[config.mk]
export PLATFORM = sky130hd
export DESIGN_NAME = pixel_stream_buffer_flat
export DESIGN_NICKNAME = d
export VERILOG_FILES = /design/src/rtl/mandel_pkg.sv /design/src/rtl/pixel_stream_buffer_if.sv /design/src/rtl/raster_counter.sv /design/src/rtl/pixel_stream_buffer.sv /design/src/flat_wrapper.sv
export SDC_FILE = /design/constraint.sdc
export NUM_CORES = 1
export LEC_CHECK = 0
export CAP_MARGIN = 30
export CORE_MARGIN = 1.5
export CORE_UTILIZATION = 40
export CTS_BUF_LIST = sky130_fd_sc_hd__clkbuf_4 sky130_fd_sc_hd__clkbuf_8 sky130_fd_sc_hd__clkbuf_16
export DETAILED_ROUTE_END_ITERATION = 10
export SETUP_SLACK_MARGIN = 0.05
export SYNTH_ARGS = -nofsm -noshare
export SYNTH_HDL_FRONTEND = slang
export SYNTH_SLANG_ARGS = --single-unit
[constraint.sdc]
create_clock -name out_stream_aclk -period 5.35 [get_ports out_stream_aclk]
set_clock_uncertainty 0.2 [all_clocks]
set_input_delay 0.8025 -clock out_stream_aclk [delete_from_list [all_inputs] [get_ports out_stream_aclk]]
set_output_delay 0.8025 -clock out_stream_aclk [all_outputs]
set_load 0.02 [all_outputs]
[src/rtl/mandel_pkg.sv]
// Shared types and defaults for the Mandelbrot pixel pipeline.
package mandel_pkg;

  localparam int X_SIZE_DEFAULT = 640;
  localparam int Y_SIZE_DEFAULT = 480;
  localparam int X_W            = 10;
  localparam int Y_W            = 9;

  typedef logic [X_W-1:0] coord_x_t;
  typedef logic [Y_W-1:0] coord_y_t;

  typedef struct packed {
    logic [7:0] b;
    logic [7:0] g;
    logic [7:0] r;
  } rgb_t;

endpackage

[src/rtl/pixel_stream_buffer_if.sv]
// Pixel handshake bundle: colour-LUT side in, packer side out.
interface pixel_stream_buffer_if
  import mandel_pkg::*;
();

  rgb_t       in_color;
  logic       in_valid;
  logic       in_ready;
  logic [7:0] out_r;
  logic [7:0] out_g;
  logic [7:0] out_b;
  logic       out_valid;
  logic       out_ready;
  logic       out_sof;
  logic       out_eol;

  // Environment side: drives pixels in, accepts pixels out.
  modport master (
    output in_color, in_valid, out_ready,
    input  in_ready, out_r, out_g, out_b, out_valid, out_sof, out_eol
  );

  // Buffer side.
  modport slave (
    input  in_color, in_valid, out_ready,
    output in_ready, out_r, out_g, out_b, out_valid, out_sof, out_eol
  );

endinterface

[src/rtl/raster_counter.sv]
// Raster x/y position and frame counter, advanced one pixel per strobe.
module raster_counter
  import mandel_pkg::*;
#(
  parameter int X_SIZE = X_SIZE_DEFAULT,
  parameter int Y_SIZE = Y_SIZE_DEFAULT
) (
  input  logic       clk,
  input  logic       rst_n,
  input  logic       clear,
  input  logic       advance,
  output coord_x_t   x,
  output coord_y_t   y,
  output logic [7:0] frame_count,
  output logic       sof,
  output logic       eol
);

  localparam coord_x_t X_LAST = coord_x_t'(X_SIZE - 1);
  localparam coord_y_t Y_LAST = coord_y_t'(Y_SIZE - 1);

  // frame_count survives clear so debug readback spans frame restarts.
  always_ff @(posedge clk or negedge rst_n) begin
    if (!rst_n) begin
      x           <= '0;
      y           <= '0;
      frame_count <= '0;
    end else if (clear) begin
      x <= '0;
      y <= '0;
    end else if (advance) begin
      if (x == X_LAST) begin
        x <= '0;
        if (y == Y_LAST) begin
          y           <= '0;
          frame_count <= frame_count + 8'd1;
        end else begin
          y <= y + coord_y_t'(1);
        end
      end else begin
        x <= x + coord_x_t'(1);
      end
    end
  end

  assign sof = (x == '0) && (y == '0);
  assign eol = (x == X_LAST);

endmodule

[src/rtl/pixel_stream_buffer.sv]
// First-word-fall-through elastic buffer between colour LUT and stream packer,
// tagging output pixels with raster flags from output-side counters.
module pixel_stream_buffer
  import mandel_pkg::*;
#(
  parameter  int X_SIZE = X_SIZE_DEFAULT,
  parameter  int Y_SIZE = Y_SIZE_DEFAULT,
  parameter  int DEPTH  = 16,
  localparam int AW     = $clog2(DEPTH)
) (
  input  logic                  out_stream_aclk,
  input  logic                  periph_resetn,
  input  logic                  sync_clear,
  pixel_stream_buffer_if.slave  bus,
  output coord_x_t              x_out,
  output coord_y_t              y_out,
  output logic [AW:0]           level,
  output logic [7:0]            frame_count,
  output logic                  overflow
);

  localparam logic [AW:0] FULL_LEVEL = (AW+1)'(DEPTH);

  rgb_t          mem [DEPTH];
  logic [AW-1:0] wr_ptr;
  logic [AW-1:0] rd_ptr;
  logic          ready_en;
  logic          full;
  logic          push;
  logic          pop;
  rgb_t          head;

  assign full          = (level == FULL_LEVEL);
  assign bus.in_ready  = ready_en & ~full;
  assign bus.out_valid = (level != '0);
  assign push          = bus.in_valid & bus.in_ready;
  assign pop           = bus.out_valid & bus.out_ready;

  // ready_en holds in_ready low through reset and releases it at the first edge.
  always_ff @(posedge out_stream_aclk or negedge periph_resetn) begin
    if (!periph_resetn) begin
      wr_ptr   <= '0;
      rd_ptr   <= '0;
      level    <= '0;
      overflow <= 1'b0;
      ready_en <= 1'b0;
    end else begin
      ready_en <= 1'b1;
      if (sync_clear) begin
        wr_ptr   <= '0;
        rd_ptr   <= '0;
        level    <= '0;
        overflow <= 1'b0;
      end else begin
        if (push) wr_ptr <= wr_ptr + AW'(1);
        if (pop)  rd_ptr <= rd_ptr + AW'(1);
        unique case ({push, pop})
          2'b10:   level <= level + (AW+1)'(1);
          2'b01:   level <= level - (AW+1)'(1);
          default: level <= level;
        endcase
        if (bus.in_valid && full) overflow <= 1'b1;
      end
    end
  end

  always_ff @(posedge out_stream_aclk) begin
    if (push && !sync_clear) mem[wr_ptr] <= bus.in_color;
  end

  assign head      = mem[rd_ptr];
  assign bus.out_r = head.r;
  assign bus.out_g = head.g;
  assign bus.out_b = head.b;

  raster_counter #(
    .X_SIZE (X_SIZE),
    .Y_SIZE (Y_SIZE)
  ) u_raster (
    .clk         (out_stream_aclk),
    .rst_n       (periph_resetn),
    .clear       (sync_clear),
    .advance     (pop),
    .x           (x_out),
    .y           (y_out),
    .frame_count (frame_count),
    .sof         (bus.out_sof),
    .eol         (bus.out_eol)
  );

endmodule

[src/flat_wrapper.sv]
// flat-port wrapper written by rule: the top's interface ports become plain ports
module pixel_stream_buffer_flat import mandel_pkg::*;
#(
  parameter  int X_SIZE = X_SIZE_DEFAULT,
  parameter  int Y_SIZE = Y_SIZE_DEFAULT,
  parameter  int DEPTH  = 16,
  localparam int AW     = $clog2(DEPTH)
)
  (out_stream_aclk, periph_resetn, sync_clear, x_out, y_out, level, frame_count, overflow, bus_in_color, bus_in_valid, bus_out_ready, bus_in_ready, bus_out_r, bus_out_g, bus_out_b, bus_out_valid, bus_out_sof, bus_out_eol);
  pixel_stream_buffer_if bus_i ();
  input  logic out_stream_aclk;
  input  logic periph_resetn;
  input  logic sync_clear;
  output coord_x_t x_out;
  output coord_y_t y_out;
  output logic [AW:0] level;
  output logic [7:0] frame_count;
  output logic overflow;
  input wire logic [$bits(bus_i.in_color)-1:0] bus_in_color;
  input wire logic [$bits(bus_i.in_valid)-1:0] bus_in_valid;
  input wire logic [$bits(bus_i.out_ready)-1:0] bus_out_ready;
  output wire logic [$bits(bus_i.in_ready)-1:0] bus_in_ready;
  output wire logic [$bits(bus_i.out_r)-1:0] bus_out_r;
  output wire logic [$bits(bus_i.out_g)-1:0] bus_out_g;
  output wire logic [$bits(bus_i.out_b)-1:0] bus_out_b;
  output wire logic [$bits(bus_i.out_valid)-1:0] bus_out_valid;
  output wire logic [$bits(bus_i.out_sof)-1:0] bus_out_sof;
  output wire logic [$bits(bus_i.out_eol)-1:0] bus_out_eol;
  assign bus_i.in_color = bus_in_color;
  assign bus_i.in_valid = bus_in_valid;
  assign bus_i.out_ready = bus_out_ready;
  assign bus_in_ready = bus_i.in_ready;
  assign bus_out_r = bus_i.out_r;
  assign bus_out_g = bus_i.out_g;
  assign bus_out_b = bus_i.out_b;
  assign bus_out_valid = bus_i.out_valid;
  assign bus_out_sof = bus_i.out_sof;
  assign bus_out_eol = bus_i.out_eol;
  pixel_stream_buffer #(.X_SIZE(X_SIZE), .Y_SIZE(Y_SIZE), .DEPTH(DEPTH)) u_core (.out_stream_aclk(out_stream_aclk), .periph_resetn(periph_resetn), .sync_clear(sync_clear), .bus(bus_i), .x_out(x_out), .y_out(y_out), .level(level), .frame_count(frame_count), .overflow(overflow));
endmodule
# Yosys cells after proc, flatten, opt, wreduce, memory -nomap -nowiden
# Memory sizes are Yosys's and may differ from the RTL's.
# Index checks and enable logic that the tools add are counted.
[op_classes]
n_reduce_logical = 14
n_bitwise = 5
n_mux = 17
add_sub_neg = 7
eq_ne = 5
[op_table]
columns = ["cell", "count"]
rows = [
  ["$mux W9", 4],
  ["$mux W10", 3],
  ["$mux W4", 4],
  ["$add A10 B1 Y10 const B", 1],
  ["$eq A10 B10 Y1 const B", 1],
  ["$logic_not A10 Y1", 1],
  ["$pmux W5 S2", 1],
  ["$add A9 B1 Y9 const B", 1],
  ["$eq A9 B9 Y1 const B", 1],
  ["$logic_not A9 Y1", 1],
  ["$add A4 B1 Y4 const B", 2],
  ["$add A8 B1 Y8 const B", 1],
  ["$reduce_bool A2 Y1", 4],
  ["$add A5 B1 Y5 const B", 1],
  ["$eq A5 B5 Y1 const B", 1],
  ["$mux W5", 1],
  ["$reduce_bool A5 Y1", 1],
  ["$sub A5 B1 Y5 const B", 1],
  ["$mux W1", 4],
  ["$reduce_and A4 Y1", 1],
  ["$and A1 B1 Y1", 3],
  ["$logic_and A1 B1 Y1", 3],
  ["$reduce_bool A3 Y1", 1],
  ["$eq A2 B1 Y1 const B", 1],
  ["4 further kinds", 5],
]
[word_totals]
input_bits = 29
register_bits = 42
mem_count = 1
mem_bits_rw = 384
[memory_table]
columns = ["name", "words", "width", "read_ports", "rd_ports_with_merged_regs", "wr", "line", "source"]
rows = [
  ["u_core.mem", 16, 24, 1, 0, 1, "pixel_stream_buffer.sv:24", "rgb_t mem [DEPTH];"],
]

# Longest topological paths before layout
# Gate-level depths: netlist (run 1).
[logic_depth]
depth_word = 7
ltp_mapped = 10
ltp_nobuf = 9

# Cells and area by module
# From an unflattened synthesis (run 1), not the netlist that was laid out.
[unflattened]
hier_cells = 814
area_unflattened_um2 = 17016.3
[by_module_without_submodules]
columns = ["mod", "area_each_um2", "seq_area_each_um2", "n_inst", "cells_each"]
rows = [
  ["pixel_stream_buffer", 15464.8, 11906.4, 1, 659],
  ["raster_counter", 1551.5, 675.6, 1, 155],
]

# Worst setup path after synthesis (run 1)
# No wires, ideal clock.
[synth_path]
path_type = "input port to flip-flop"
from = "input port bus_in_valid"
to = "memory u_core.mem[10][0] (netlist bit) (enable)"
t_arrival_ps = 2758
cell_stages = 5
path_slack_ps = 1987
setup_ps = 405
t_required_ps = 4745
cell_sequence = "nand2_1 > a21oi_1 > nor3b_1 > nand2_1 > nor2_1"
[synth_between]
elab_chain_cells = 4
[synth_lines]
columns = ["element", "line", "source"]
rows = [
  ["from (decl)", "flat_wrapper.sv:20", "input wire logic [$bits(bus_i.in_valid)-1:0] bus_in_valid;"],
  ["$and A1 B1 Y1", "pixel_stream_buffer.sv:36", "assign push = bus.in_valid & bus.in_ready;"],
  ["$logic_and A1 B1 Y1", "pixel_stream_buffer.sv:68", "if (push && !sync_clear) mem[wr_ptr] <= bus.in_color;"],
  ["$mux W1", "pixel_stream_buffer.sv:68", ""],
  ["$mux W1 (implied by the code)", "pixel_stream_buffer.sv:68", ""],
  ["to (decl)", "pixel_stream_buffer.sv:24", ""],
]
# Every way passes these cells.

# Final worst setup path (run 1)
[layout_path]
from = "register u_core.rd_ptr[0]"
to = "output port bus_out_g[0]"
[layout_between]
elab_chain_cells = 1
[layout_lines]
columns = ["element", "line", "source"]
rows = [
  ["from (decl)", "pixel_stream_buffer.sv:26", "logic [AW-1:0] rd_ptr;"],
  ["from (signal assigned)", "pixel_stream_buffer.sv:56", "if (pop) rd_ptr <= rd_ptr + AW'(1);"],
  ["$mem_v2 Z16 W24", "-", ""],
  ["to (decl)", "flat_wrapper.sv:24", "output wire logic [$bits(bus_i.out_g)-1:0] bus_out_g;"],
]
# Every way passes these cells.

==> flow_summary.ini, run 1 <==
[pwr]
seqPwrFrac_pct = 45.9
intPower_uw = 6220
switching_share_pct = 25.04
leakage_uw = 0.006320
p_clk_share_pct = 37.3
p_per_area_mw_per_mm2 = 415.7
p_switching_uw = 2078
combPwrFrac_pct = 16.8
ir_drop_uv = 350.4

[critical_path]
r2r_slack_ns = 2.08
arrival_ns = 3.48
end_kind = output pin
regToRegEndpoint = u_core.level[4]
crit_required_ns = 4.35
cp_max_fo = 31
rr_worst_depth = 9
crit_type = reg -> out
worst_setup_path_start_kind = register
r2r-start = u_core.level[1]

[timing]
fmax_mhz = 223.3
tightestPinTransition_ns = 0.9833
fin_crit_sh_pct = 83.72
maxSlewViolCount = 0
finalSetupTns_ns = 0
hold_viol_final = 0
setup_violations = 0
rsz0062_at_grt = no
relSlewSlack_pct = 34.44
finalCriticalPeriod_ns = 4.479

[placed_design]
numPortBuffers = 89
place.gp.congestion = 0.7526
hpwl_um = 19810
place_area_mm2 = 0.01846

[clocking]
clk_path_buf_depth = 3
cts_tree = done
cts_setup_buffers = 0
clkTransAtPathRegs_ns = 0.06
htreeDepth = 2
cts_sinks = 426
cts_resized = 0
cts_buffers = 45
cts_root_buffer = clkbuf_16
clock_latency_ns = 0.57

[floorplan]
io-pin-count = 90
initial_utilization_pct = 40.90
dieArea_mm2 = 0.04327
rows = 74
die_h_um = 208.0
core-area_mm2 = 0.04111
die_x_um = 208.0

[final_layout]
area_growth_pct = 18.72
fin_nets = 961
fin_area_mm2 = 0.01996
antennaDiodeCount = 0
layout-drive-gt1-share_pct = 23.82

[global_route]
grt_antenna_before_repair = 0
grt_pass1_wl_um = 53370
grtUsageTotal_pct = 16.41
grt_max_degree = 47
grt_pass1_vias = 8544
overflow = 0

[drt]
drt_iter0_markers = 473
drt-total-wl_um = 34590
vias = 8097
dr.pass1.iters = 4
ant_nets = 0
viasPerCell = 5.438
wl_per_cell_um = 23.23
drc = 0

[yosys]
synth_flop_cell = edfxtp_1
netlist.top_cell.by_area = edfxtp_1
ys_async_sr_fraction_pct = 9.859
synthCells = 808
synth_top_area_share_pct = 68.58
synth_seq_cells = 426
netlist_area_mm2 = 0.01681
synth.most_common_cell = edfxtp_1
synth.net_count = 849
ys_seq_area_share_pct = 74.83
synth-edff-count = 384
syn_area_per_cell_um2 = 20.81
synth.top_cells.by_count = 384 x edfxtp_1, 120 x mux4_2, 42 x dfrtp_1
yosysWarningCount = 0
yosysUniqueCellTypes = 48
synth.area.top_cells = edfxtp_1 69%, mux4_2 16%, dfrtp_1 6.3%

[job]
cap_violations = 0

[worst_hold_path]
hp-start = u_core.u_raster.frame_count[7]
hold_depth = 1
hp-class = reg -> reg
min_to = u_core.u_raster.frame_count[7]

[status]
status = finished, final reports clean
[worst max-delay path by stage]
stage	from	depth (start not counted)	endpoint
CTS	u_core.rd_ptr[0]	4	bus_out_g[0]
detailed placement	bus_in_valid	6	u_core.mem[0][7]
global placement	bus_in_valid	6	u_core.mem[10][5]
floorplan	bus_in_valid	5	u_core.mem[10][0]
global route	u_core.rd_ptr[0]	4	bus_out_g[4]
finish	u_core.rd_ptr[0]	4	bus_out_g[0]
[critical path, stage by stage (launching register included)]
cell and delay, ns:
dfrtp_4 0.86, buf_12 0.34, mux4_2 0.59, mux4_2 0.50, clkdlybuf4s50_1 0.56
[placed cells by master (no fill, tap or decap), types with 4 or more instances in the layout]
cell	count
a21oi_1	12
clkbuf_16	47
nand2_1	23
edfxtp_1	384
mux4_2	120
nor3_1	8
ha_1	12
xnor2_1	7
inv_1	13
buf_4	4
clkinv_1	11
clkinv_2	10
xor2_1	17
nor2_1	29
nor2_4	8
clkdlybuf4s50_1	88
buf_12	6
nand4_1	13
nand3_1	13
mux2i_1	4
and2_2	8
nor4_1	5
clkbuf_4	7
dfrtp_1	39
o21ai_0	8
[flip-flops by register name, indices dropped and copies added, names as in the netlist]
name                         cells
u_core.ready_en                  1
u_core.u_raster.y                9
u_core.u_raster.x               10
u_core.u_raster.frame_count      8
u_core.level                     5
u_core.mem                     384
u_core.rd_ptr                    4
u_core.overflow                  1
u_core.wr_ptr                    4
[cell type report]
cell class	instances	area, um2
Clock buffer	56	1256
Clock inverter	28	237.7
Fill cell	3379	21150
Inverter	14	52.55
Multi-Input combinational cell	333	4113
Sequential cell	426	12590
Tap cell	532	665.6
Timing Repair Buffer	100	1046
[power by group through the flow]
stage          registers (uW)  clock network, uW  logic (uW)
2_1_floorplan            3810                  0         960
3_3_place_gp             3880                  0        1400
3_5_place_dp             3890                  0        1420
4_1_cts                  3820               3180        1430
5_1_grt                  3830               3300        1510
6_report                 3810               3090        1390
[per-stage QoR]
stage	power, uW	worst slack [ns]	instances	util, %	hold slack (ns)
finish	8298	0.8708	1489	48.56	0.2693
global route	8637	0.6932	1489	48.56	0.2849
CTS	8418	0.7540	1489	48.56	0.2715
detailed placement	5303	1.338	1404	44.90	0.2593
global placement	5289	1.329	1402	44.80	0.2560
floorplan	4768	1.987	808	-	0.3069
[metal layers]
metal	track usage (%)	share of wire, %	wire, um
met3	2.702	3.8	1330
met2	26.50	49	16960
met5	0	0	0
met4	5.386	2.1	734
met1	22.88	45	15560
[cell families after synthesis]
family	synth area share, %
mux	16.31
fa+ha+maj	0.8930
xor+xnor	1.250
other cells	0.02230
buf+inv	1.124
simple gates	4.011
flops	74.83
compound gates	1.555
[repair_timing]
| action | 4_1_cts | 5_1_grt |
|---|---|---|
| endpoints found under the setup margin | 0 | 0 |
| hold endpoints to repair | 17 | 0 |
| hold buffers | 1 | 0 |
Power figures use the tool's default switching activity.
==> run 2, diff against run 1 <==
- clock period: 5.35 -> 4.3 ns (I/O delays scaled with it)
==> flow_summary.ini, run 2 (same netlist as run 1, synthesis figures left out) <==
[drt]
dr.pass1.iters = 5
viasPerCell = 5.519
drc = 0
ant_nets = 0
drt-total-wl_um = 36920
wl_met1_um = 16130
met2_length_um = 18400
vias = 8322
routed-wl-met3_um = 1800
wl_per_cell_um = 24.48
top_layer_used = met5
drt_iter0_markers = 665

[clocking]
cts_resized = 0
cts_sinks = 426
cts_root_buffer = clkbuf_16
cts_buffers = 45
clkTransAtPathRegs_ns = 0.06
htreeDepth = 2
clk_path_buf_depth = 3
clock_latency_ns = 0.56
cts_tree = done

[final_layout]
largest_register_ffs = 384
fin_nets = 990
final_cell_mix = 384 x edfxtp_1, 120 x mux4_2, 88 x clkdlybuf4s50_1
area_growth_pct = 20.11
largest_register = u_core.mem
reg_top3 = u_core.mem x384, u_core.u_raster.x x10, u_core.u_raster.y x9
antennaDiodeCount = 0
final_common_cell = edfxtp_1
fin_area_mm2 = 0.02020
fillers = 3355
fin_cells = 1508
layout-drive-gt1-share_pct = 25.51

[pwr]
p_per_area_mw_per_mm2 = 497.6
seqPwrFrac_pct = 46.7
switching_share_pct = 25.13
intPower_uw = 7524
ir_drop_uv = 335.3
combPwrFrac_pct = 18.1
p_switching_uw = 2526
p_clk_share_pct = 35.2
leakage_uw = 0.006438

[floorplan]
io-pin-count = 90
die_x_um = 208.0
dieArea_mm2 = 0.04327
initial_utilization_pct = 40.90
die_h_um = 208.0
core-area_mm2 = 0.04111
rows = 74

[timing]
maxSlewViolCount = 0
finalSetupTns_ns = 0
rsz0062_at_grt = no
hold_viol_final = 0
setup_violations = 0
fmax_mhz = 245.7
fin_crit_sh_pct = 94.65
tightestPinTransition_ns = 0.7832
finalCriticalPeriod_ns = 4.070
relSlewSlack_pct = 47.30

[global_route]
grt_antenna_before_repair = 1
grt_pass1_wl_um = 55750
grt_pass1_vias = 8725
overflow = 0
grt_max_degree = 37
grtUsageTotal_pct = 17.41

[critical_path]
crit_required_ns = 3.45
end_kind = output pin
crit_buf_inv = 2
crit_top_cell = mux4_2
arrival_ns = 3.22
critPathSlowestCell = dfrtp_4
cp_top_family = multiplexers
slowest_delay_ns = 0.61
r2r_slack_ns = 1.18
worst_setup_path_start_kind = register
cp_max_fo = 18
crit_path_cell_trace = buf_4 > mux4_2 > mux4_2 > clkdlybuf4s50_1
crit_type = reg -> out

[placed_design]
dp_cells = 1433
place_area_mm2 = 0.01885
numPortBuffers = 89
place.gp.congestion = 0.7639
hpwl_um = 21560

[job]
cap_violations = 0

[worst_hold_path]
hp-class = reg -> reg

[status]
status = finished, final reports clean
[run 2: changes by cell type in the layout (fill, tap and decap cells not counted), sizes merged]
cell      before  now
clkinvlp       2    1
clkinv        23   18
bufinv         3    0
buf           11   40
clkbuf        56   55
[run 2: final cells by class]
cell class              count  area [um2]  share of cell area, %
clock buffers              55        1219                  6.034
repair buffers            129        1439                  7.125
well taps                 532       665.6                  3.296
multi-input cells         333        4113                  20.36
flip-flops and latches    426       12590                  62.34
inverters                  14       52.55                 0.2602
clock inverters            19       116.4                 0.5762
[run 2: routing by layer]
layer  vias up  global-route usage (%)
met4         2                   4.430
met2       206                   28.82
met1      4446                   23.68
met5         -                       0
li1       3619                       -
met3        49                   3.532
[run 2: per-stage QoR]
stage	util, %	setup slack [ns]	power [uW]	hold slack, ns
2_1_floorplan	-	1.094	5933	0.1494
3_3_place_gp	45.81	0.7790	6605	0.2585
3_5_place_dp	45.85	0.7761	6613	0.2625
4_1_cts	49.13	0.1585	10170	0.2714
5_1_grt	49.13	0.09146	10450	0.2961
6_report	49.13	0.2302	10050	0.2671
[run 2: what timing repair did]
action,in CTS,in global routing
setup endpoints to repair,0,0
buffers inserted,0,0
hold buffers,1,0
endpoints found under the hold margin,18,0
[run 2: power by group through the flow]
stage | logic (uW) | clock network, uW | registers, uW
2_1_floorplan | 1190 | 0 | 4740
3_3_place_gp | 1820 | 0 | 4780
3_5_place_dp | 1830 | 0 | 4780
4_1_cts | 1840 | 3630 | 4700
5_1_grt | 1960 | 3780 | 4710
6_report | 1810 | 3540 | 4700
[run 2: final timing paths]
path	endpoint	cells after the start	start
worst max-delay path	bus_out_g[4]	4	u_core.rd_ptr[0]
worst min-delay path	u_core.u_raster.frame_count[7]	1	u_core.u_raster.frame_count[7]
worst max register to register	u_core.level[4]	9	u_core.level[1]
worst min register to register	u_core.u_raster.frame_count[7]	1	u_core.u_raster.frame_count[7]
max in group asynchronous	u_core.rd_ptr[0]	3	periph_resetn
min in group asynchronous	u_core.u_raster.x[1]	2	periph_resetn
[run 2: worst reg2reg max path: stages, from the launching register on]
cell and delay (ns):
dfrtp_1 0.48, or4_1 0.74, nor2_1 0.24, nor2_1 0.11
xor2_1 0.16, ha_1 0.24, o41ai_1 0.26, o31ai_1 0.16
o221a_2 0.15, nor4_1 0.28
